[src/rtl/generations_cell.sv]
// Single cell of a Generations-family cellular automaton with
// scan load, sticky change flag and a saturating stability age.
module generations_cell #(
    parameter int STATES = 2,
    parameter int AGE_W  = 8,
    localparam int SW = (STATES > 2) ? $clog2(STATES) : 1
) (
    input  logic             clk,
    input  logic             reset,
    input  logic [7:0]       nbr,
    input  logic [8:0]       birth,
    input  logic [8:0]       survive,
    input  logic             enb,
    input  logic             write,
    input  logic [SW-1:0]    wval,
    input  logic             clr_changed,
    output logic [SW-1:0]    state,
    output logic             alive,
    output logic             alive_prev,
    output logic             changed,
    output logic [AGE_W-1:0] age
);

    localparam logic [SW-1:0] L_ALIVE  = SW'(1);
    localparam logic [SW-1:0] L_DYING  = (STATES > 2) ? SW'(2) : '0;
    localparam logic [SW-1:0] L_LAST   = SW'(STATES - 1);
    localparam logic [SW:0]   L_STATES = (SW + 1)'(STATES);

    logic [SW-1:0]    r_state;
    logic             r_alive_prev;
    logic             r_changed;
    logic [AGE_W-1:0] r_age;

    logic [3:0]    w_count;
    logic [SW-1:0] w_next;
    logic [SW-1:0] w_load;
    logic          w_diff;
    logic          w_step;

    always_comb begin
        w_count = '0;
        for (int i = 0; i < 8; i++) begin
            w_count = w_count + {3'b000, nbr[i]};
        end
    end

    // Dying states advance unconditionally; only 0 and 1 consult the rules.
    always_comb begin
        w_next = r_state;
        if (r_state == '0) begin
            w_next = birth[w_count] ? L_ALIVE : '0;
        end else if (r_state == L_ALIVE) begin
            if (survive[w_count]) begin
                w_next = L_ALIVE;
            end else begin
                w_next = (STATES == 2) ? '0 : L_DYING;
            end
        end else begin
            w_next = (r_state == L_LAST) ? '0 : r_state + L_ALIVE;
        end
    end

    assign w_load = ({1'b0, wval} < L_STATES) ? wval : '0;
    assign w_diff = (w_next != r_state);
    assign w_step = enb && !write;

    always_ff @(posedge clk) begin
        if (!reset) begin
            r_state      <= '0;
            r_alive_prev <= 1'b0;
            r_age        <= '0;
        end else if (write) begin
            r_state      <= w_load;
            r_alive_prev <= (w_load == L_ALIVE);
            r_age        <= '0;
        end else if (enb) begin
            r_state      <= w_next;
            r_alive_prev <= (r_state == L_ALIVE);
            if (w_diff) begin
                r_age <= '0;
            end else if (r_age != '1) begin
                r_age <= r_age + 1'b1;
            end
        end
    end

    // A change-causing step beats a same-cycle clear.
    always_ff @(posedge clk) begin
        if (!reset) begin
            r_changed <= 1'b0;
        end else if (w_step && w_diff) begin
            r_changed <= 1'b1;
        end else if (clr_changed) begin
            r_changed <= 1'b0;
        end
    end

    assign state      = r_state;
    assign alive      = (r_state == L_ALIVE);
    assign alive_prev = r_alive_prev;
    assign changed    = r_changed;
    assign age        = r_age;

endmodule
[config.mk]
export PLATFORM = sky130hd
export DESIGN_NAME = generations_cell
export DESIGN_NICKNAME = d
export VERILOG_FILES = /design/src/rtl/generations_cell.sv
export SDC_FILE = /design/constraint.sdc
export NUM_CORES = 1
export LEC_CHECK = 0
export CAP_MARGIN = 20
export CORE_AREA = 10 10 65 72
export DETAILED_ROUTE_END_ITERATION = 8
export DIE_AREA = 0 0 75 82
export PLACE_DENSITY = 0.62
export SLEW_MARGIN = 10
export SYNTH_ARGS = -nofsm -noshare
export SYNTH_HDL_FRONTEND = slang
export SYNTH_SLANG_ARGS = --single-unit
export TNS_END_PERCENT = 50
[constraint.sdc]
create_clock -name clk -period 6.5 [get_ports clk]
set_input_delay 0.65 -clock clk [delete_from_list [all_inputs] [get_ports clk]]
set_output_delay 0.65 -clock clk [all_outputs]
set_load 0.01 [all_outputs]
==> flow_summary.yaml, run 1 <==
cts:
  cts_setup_buffers: 0
  cts_buffers: 3
  cts_tree: "done"
  clk_latency_ns: 0.27
  ctsHoldBuffers: 0
  clk_path_buf_depth: 2
  path_clk_slew_ns: 0.07
  clock_sink_count: 11
  ctsRootBufferMaster: "clkbuf_4"
  cts_max_level: 1
  cts-resized-gates: 0
yosys:
  synth_seq_area_share_pct: 23.3
  synth_edf_count: 0
  synthesis.instances: 118
  syn_area_um2: 945
  syn_nets: 158
  ys_ff_latch: 11
  synth_top_flop_cell: "dfxtp_1"
  synth.distinct_cells: 35
  yosys_warnings: 0
  avgSynthCellArea_um2: 8.01
  synthArstFlopShare_pct: 0
global_route:
  grt_overflow: 0
  antenna_found_initial: 0
  grt_max_degree: 13
  grt_usage_pct: 9.22
  grt_first_pass_wirelength_um: 4680
  grt_pass1_vias: 1070
timing:
  hold_viol: 0
  fin_worst_skew_ns: 0.00511
  tightest_slew_ns: 0.744
  finalHoldWorstSlack_ns: 0.520
  maxSlewHeadroom_pct: 50.0
  clock.fmax_mhz: 209
  post-route-period-util_pct: 73.5
  drv_slew: 0
  rsz0062_at_grt: "false"
  fin_tns_setup_ns: 0
  setup_viol: 0
  period_minus_slack_ns: 4.78
placement:
  finalWeightedCongestion: 0.855
  dp_hpwl_um: 2370
  portBuffers: 43
layout:
  drive_gt1_share_pct: 2.48
  fillers: 311
  fin_nets: 202
  area_delta_synth_final_pct: 50.9
  post-route-util_pct: 43.5
  most-common-layout-cells: "clkdlybuf4s50_1, inv_1, nand2_1"
  mostFrequentLayoutCell: "clkdlybuf4s50_1"
  n_antenna_cell: 0
worst_hold_path:
  hold_class: "reg -> reg"
power_and_ir_drop:
  power_density_nw_per_um2: 199
  ir_drop_mv: 0.0900
  power_leakage_nw: 0.570
setup_path:
  arrival_ns: 4.92
  worstPathMaxFanout: 8
  critical_path_class: "in -> reg"
  cp-end-kind: "flop"
  startpoint_type: "input pin"
  worstPathRequired_ns: 6.64
drt:
  drt-pass1-iter-count: 4
  avgViaCountPerCell: 5.27
  wl_per_cell_um: 14.1
  routed_wl_um: 2770
  drc: 0
  via_count: 1039
  drt_iter0_drc: 103
  antenna_left: 0
floorplanning:
  row_count: 22
  dieArea_um2: 6150
  fp.dieH_um: 82
  boundaryPins: 44
  core_um2: 3280
  die_w_um: 75
  start_util_pct: 28.8
flow_run:
  drv_cap: 0
status:
  outcome: "complete, no violations"
where the power goes:
part / total [mW] / internal [mW] / switching (mW)
logic: 0.162 / 0.0798 / 0.0826
clock network: 0.0472 / 0.0238 / 0.0234
registers: 0.0744 / 0.0708 / 0.00360
flip-flops by register name, summed over array words and instances, names as in the netlist:
register    cells
changed         1
alive           1
age             8
alive_prev      1
critical path, cell delays in order:
cell	delay [ns]
clkdlybuf4s50_1	0.45
inv_1	0.05
fa_1	0.55
fa_1	0.43
fa_1	0.49
inv_1	0.04
ha_1	0.19
fa_1	0.69
nor2_1	0.12
and4_1	0.21
o21a_1	0.25
or3_1	0.52
o311ai_1	0.17
o22ai_1	0.12
synth_stat cells (2+ instances only):
cell type  instances  area share (%)
nand3_1            6             3.2
ha_1               4             5.3
fa_1               4             8.5
a21oi_1            6             3.2
nor4_1             8             5.3
nor2_1             3             1.2
and3_1             3             2.0
or3_1              2             1.3
nor3_1             2             1.1
a31oi_1            3             2.0
and4_1             2             1.9
inv_1             16             6.4
buf_2              2             1.1
dfxtp_1           11              23
mux2i_1            4             4.2
a41oi_1            2             1.9
nand2_1           12             4.8
o21ai_0            8             4.2
o22ai_1            3             2.0
nor2b_1            2             1.3
kinds of logic (layout without fill, tap and decap cells):
| kind of cell | count (synthesis) | count (layout) | synth area share [%] |
|---|---|---|---|
| xor gates and xnor gates | 2 | 2 | 1.85 |
| and+or+nand+nor | 41 | 41 | 22.6 |
| buffers and inverters | 20 | 63 | 8.61 |
| muxes | 6 | 6 | 9.40 |
| AOI/OAI and AO/OA | 30 | 30 | 20.4 |
| adders and majority gates | 8 | 8 | 13.8 |
| DFF | 11 | 11 | 23.3 |
final cells by class:
cell class	instances	area, um2	share of cell area (%)
sequential	11	220	15.5
timing repair buffer	43	430	30.2
inverter	16	60.1	4.21
clock buffer	4	26.3	1.84
tap	36	45.0	3.16
multi-input combinational	87	643	45.1
stage by stage:
stage | instances | worst slack, ns | instance area [um2] | total power, mW
3_5_place_dp | 193 | 1.44 | 1400 | 0.238
5_1_grt | 197 | 1.45 | 1430 | 0.311
3_3_place_gp | 193 | 1.53 | 1400 | 0.234
2_1_floorplan | 118 | 2.16 | 945 | 0.191
6_report | 197 | 1.72 | 1430 | 0.284
4_1_cts | 197 | 1.74 | 1430 | 0.286
layer usage:
metal / vias up / share of wire [%] / GRT usage (%)
li1: 525 / - / -
met1: 474 / 41 / 10.7
met2: 36 / 49 / 15.5
met3: 4 / 9.2 / 3.50
met4: 0 / 0.72 / 2.27
met5: - / 0 / 0
path summary, 6_finish.rpt:
path,from,endpoint,slack (ns),cells after the start
max,nbr[0],age[1],1.72,14
min,age[1],age[1],0.52,2
max reg2reg,alive,age[1],4.76,5
min reg2reg,age[1],age[1],0.52,2
No activity file was read; power rests on OpenSTA's default activity.
==> run 2: changes to the inputs <==
- clock period: 6.5 -> 5.01 ns (I/O delays scaled with it)
==> flow_summary.yaml, run 2 (synthesis gave the netlist of run 1 again) <==
setup_path:
  startpoint_type: "input pin"
  cpPeakStageDelay_ns: 0.55
  critical_path_class: "in -> reg"
  slowest_stage: "fa_1"
  arrival_ns: 4.76
  worstPathMaxFanout: 8
  path_cells: "clkdlybuf4s50_1, inv_1, fa_1, fa_1, fa_1, inv_1, ha_1, fa_1, xnor2_1, a31oi_1, o21a_1, or3_1, o311ai_1, o22ai_1"
  regToRegSetupSlack_ns: 3.21
  worstPathRequired_ns: 5.14
  cp-end-kind: "flop"
  reg2reg_from: "alive"
  r2r_cells: 5
  critPathTopFamily: "adder cells"
  crit_path_start: "nbr[0]"
  crit_buf_inv: 3
  cp_common_cell: "fa_1"
  reg2reg_to: "age[1]"
layout:
  most-common-layout-cells: "clkdlybuf4s50_1, inv_1, nand2_1"
  final_cell_count_no_fill: 199
  fin_nets: 204
  drive_gt1_share_pct: 3.68
  largest_register_ffs: 8
  mostFrequentLayoutCell: "clkdlybuf4s50_1"
  n_antenna_cell: 0
  post-route-util_pct: 44.0
  area_delta_synth_final_pct: 52.5
  fillers: 323
cts:
  clock_sink_count: 11
  cts-resized-gates: 0
  clk_latency_ns: 0.28
  ctsRootBufferMaster: "clkbuf_4"
  path_clk_slew_ns: 0.07
  cts_setup_buffers: 0
  cts_tree: "done"
  cts_max_level: 1
  clk_path_buf_depth: 2
  ctsHoldBuffers: 0
  cts_buffers: 3
floorplanning:
  fp.dieH_um: 82
  core_um2: 3280
  die_w_um: 75
  start_util_pct: 28.8
  row_count: 22
  boundaryPins: 44
  dieArea_um2: 6150
drt:
  drc: 0
  via_count: 1059
  antenna_left: 0
  drt_iter0_drc: 88
  avgViaCountPerCell: 5.32
  routed_wl_um: 2810
  wl_per_cell_um: 14.1
  drt-pass1-iter-count: 4
placement:
  portBuffers: 43
  dp_hpwl_um: 2430
  dp_slack_ns: 0.0914
  dp_cells: 195
  finalWeightedCongestion: 0.805
flow_run:
  drv_cap: 0
timing:
  hold_viol: 0
  fin_tns_setup_ns: 0
  period_minus_slack_ns: 4.63
  clock.fmax_mhz: 216
  setup_ws_ns: 0.377
  maxSlewHeadroom_pct: 63.8
  fin_worst_skew_ns: 0.00357
  tightest_slew_ns: 0.537
  post-route-period-util_pct: 92.5
  setup_viol: 0
  drv_slew: 0
  rsz0062_at_grt: "false"
global_route:
  grt_usage_pct: 9.23
  grt_first_pass_wirelength_um: 4590
  grt_overflow: 0
  grt_pass1_vias: 1056
  antenna_found_initial: 0
  grt_max_degree: 13
power_and_ir_drop:
  power.total_mw: 0.375
  power_leakage_nw: 0.580
  ir_drop_mv: 0.106
  power_density_nw_per_um2: 261
worst_hold_path:
  hold_class: "reg -> reg"
  holdPathEnd: "age[0]"
  hp-start: "age[0]"
  min_path_cells: 2
status:
  outcome: "complete, no violations"
## run 2: changes by cell type in the layout (fill, tap and decap cells not counted), sizes merged
cell,previous run,this run
buf,0,2
## run 2: final cells by class
cell class,count,area (um2),area share (%)
multi-input combinational,87,643,44.7
tap,36,45.0,3.13
inverter,16,60.1,4.17
sequential,11,220,15.3
timing repair buffer,45,445,30.9
clock buffer,4,26.3,1.82
## run 2: worst min-delay path, delay by kind of cell (launching register included)
kind | cells | cell delay (ns)
simple gates | 1 | 0.07
flops | 1 | 0.35
compound gates | 1 | 0.06
## run 2: worst max path at each step
| stage | end | slack, ns | cells past startpoint |
|---|---|---|---|
| floorplan | age[1] | 0.82 | 15 |
| global placement | age[1] | 0.21 | 14 |
| detailed placement | age[1] | 0.09 | 14 |
| CTS | age[1] | 0.38 | 14 |
| global route | age[3] | 0.14 | 14 |
| finish | age[1] | 0.38 | 14 |
## run 2: layer usage
metal / GRT usage (%) / share of wire [%] / up-vias
li1: - / - / 530
met1: 9.47 / 37 / 484
met2: 15.5 / 49 / 40
met3: 5.31 / 12 / 5
met4: 3.03 / 1.0 / 0
met5: 0 / 0 / -
## run 2: report_power, final
group	internal [mW]	total, mW	switching, mW
Clock	0.0309	0.0623	0.0314
Sequential	0.0919	0.0966	0.00476
Combinational	0.108	0.216	0.108
Total	0.231	0.375	0.144
## run 2: through the flow
stage	cell area [um2]	hold WS (ns)
CTS	1440	0.530
finish	1440	0.523
global placement	1410	0.498
detailed placement	1410	0.520
global route	1440	0.567
floorplan	945	0.522
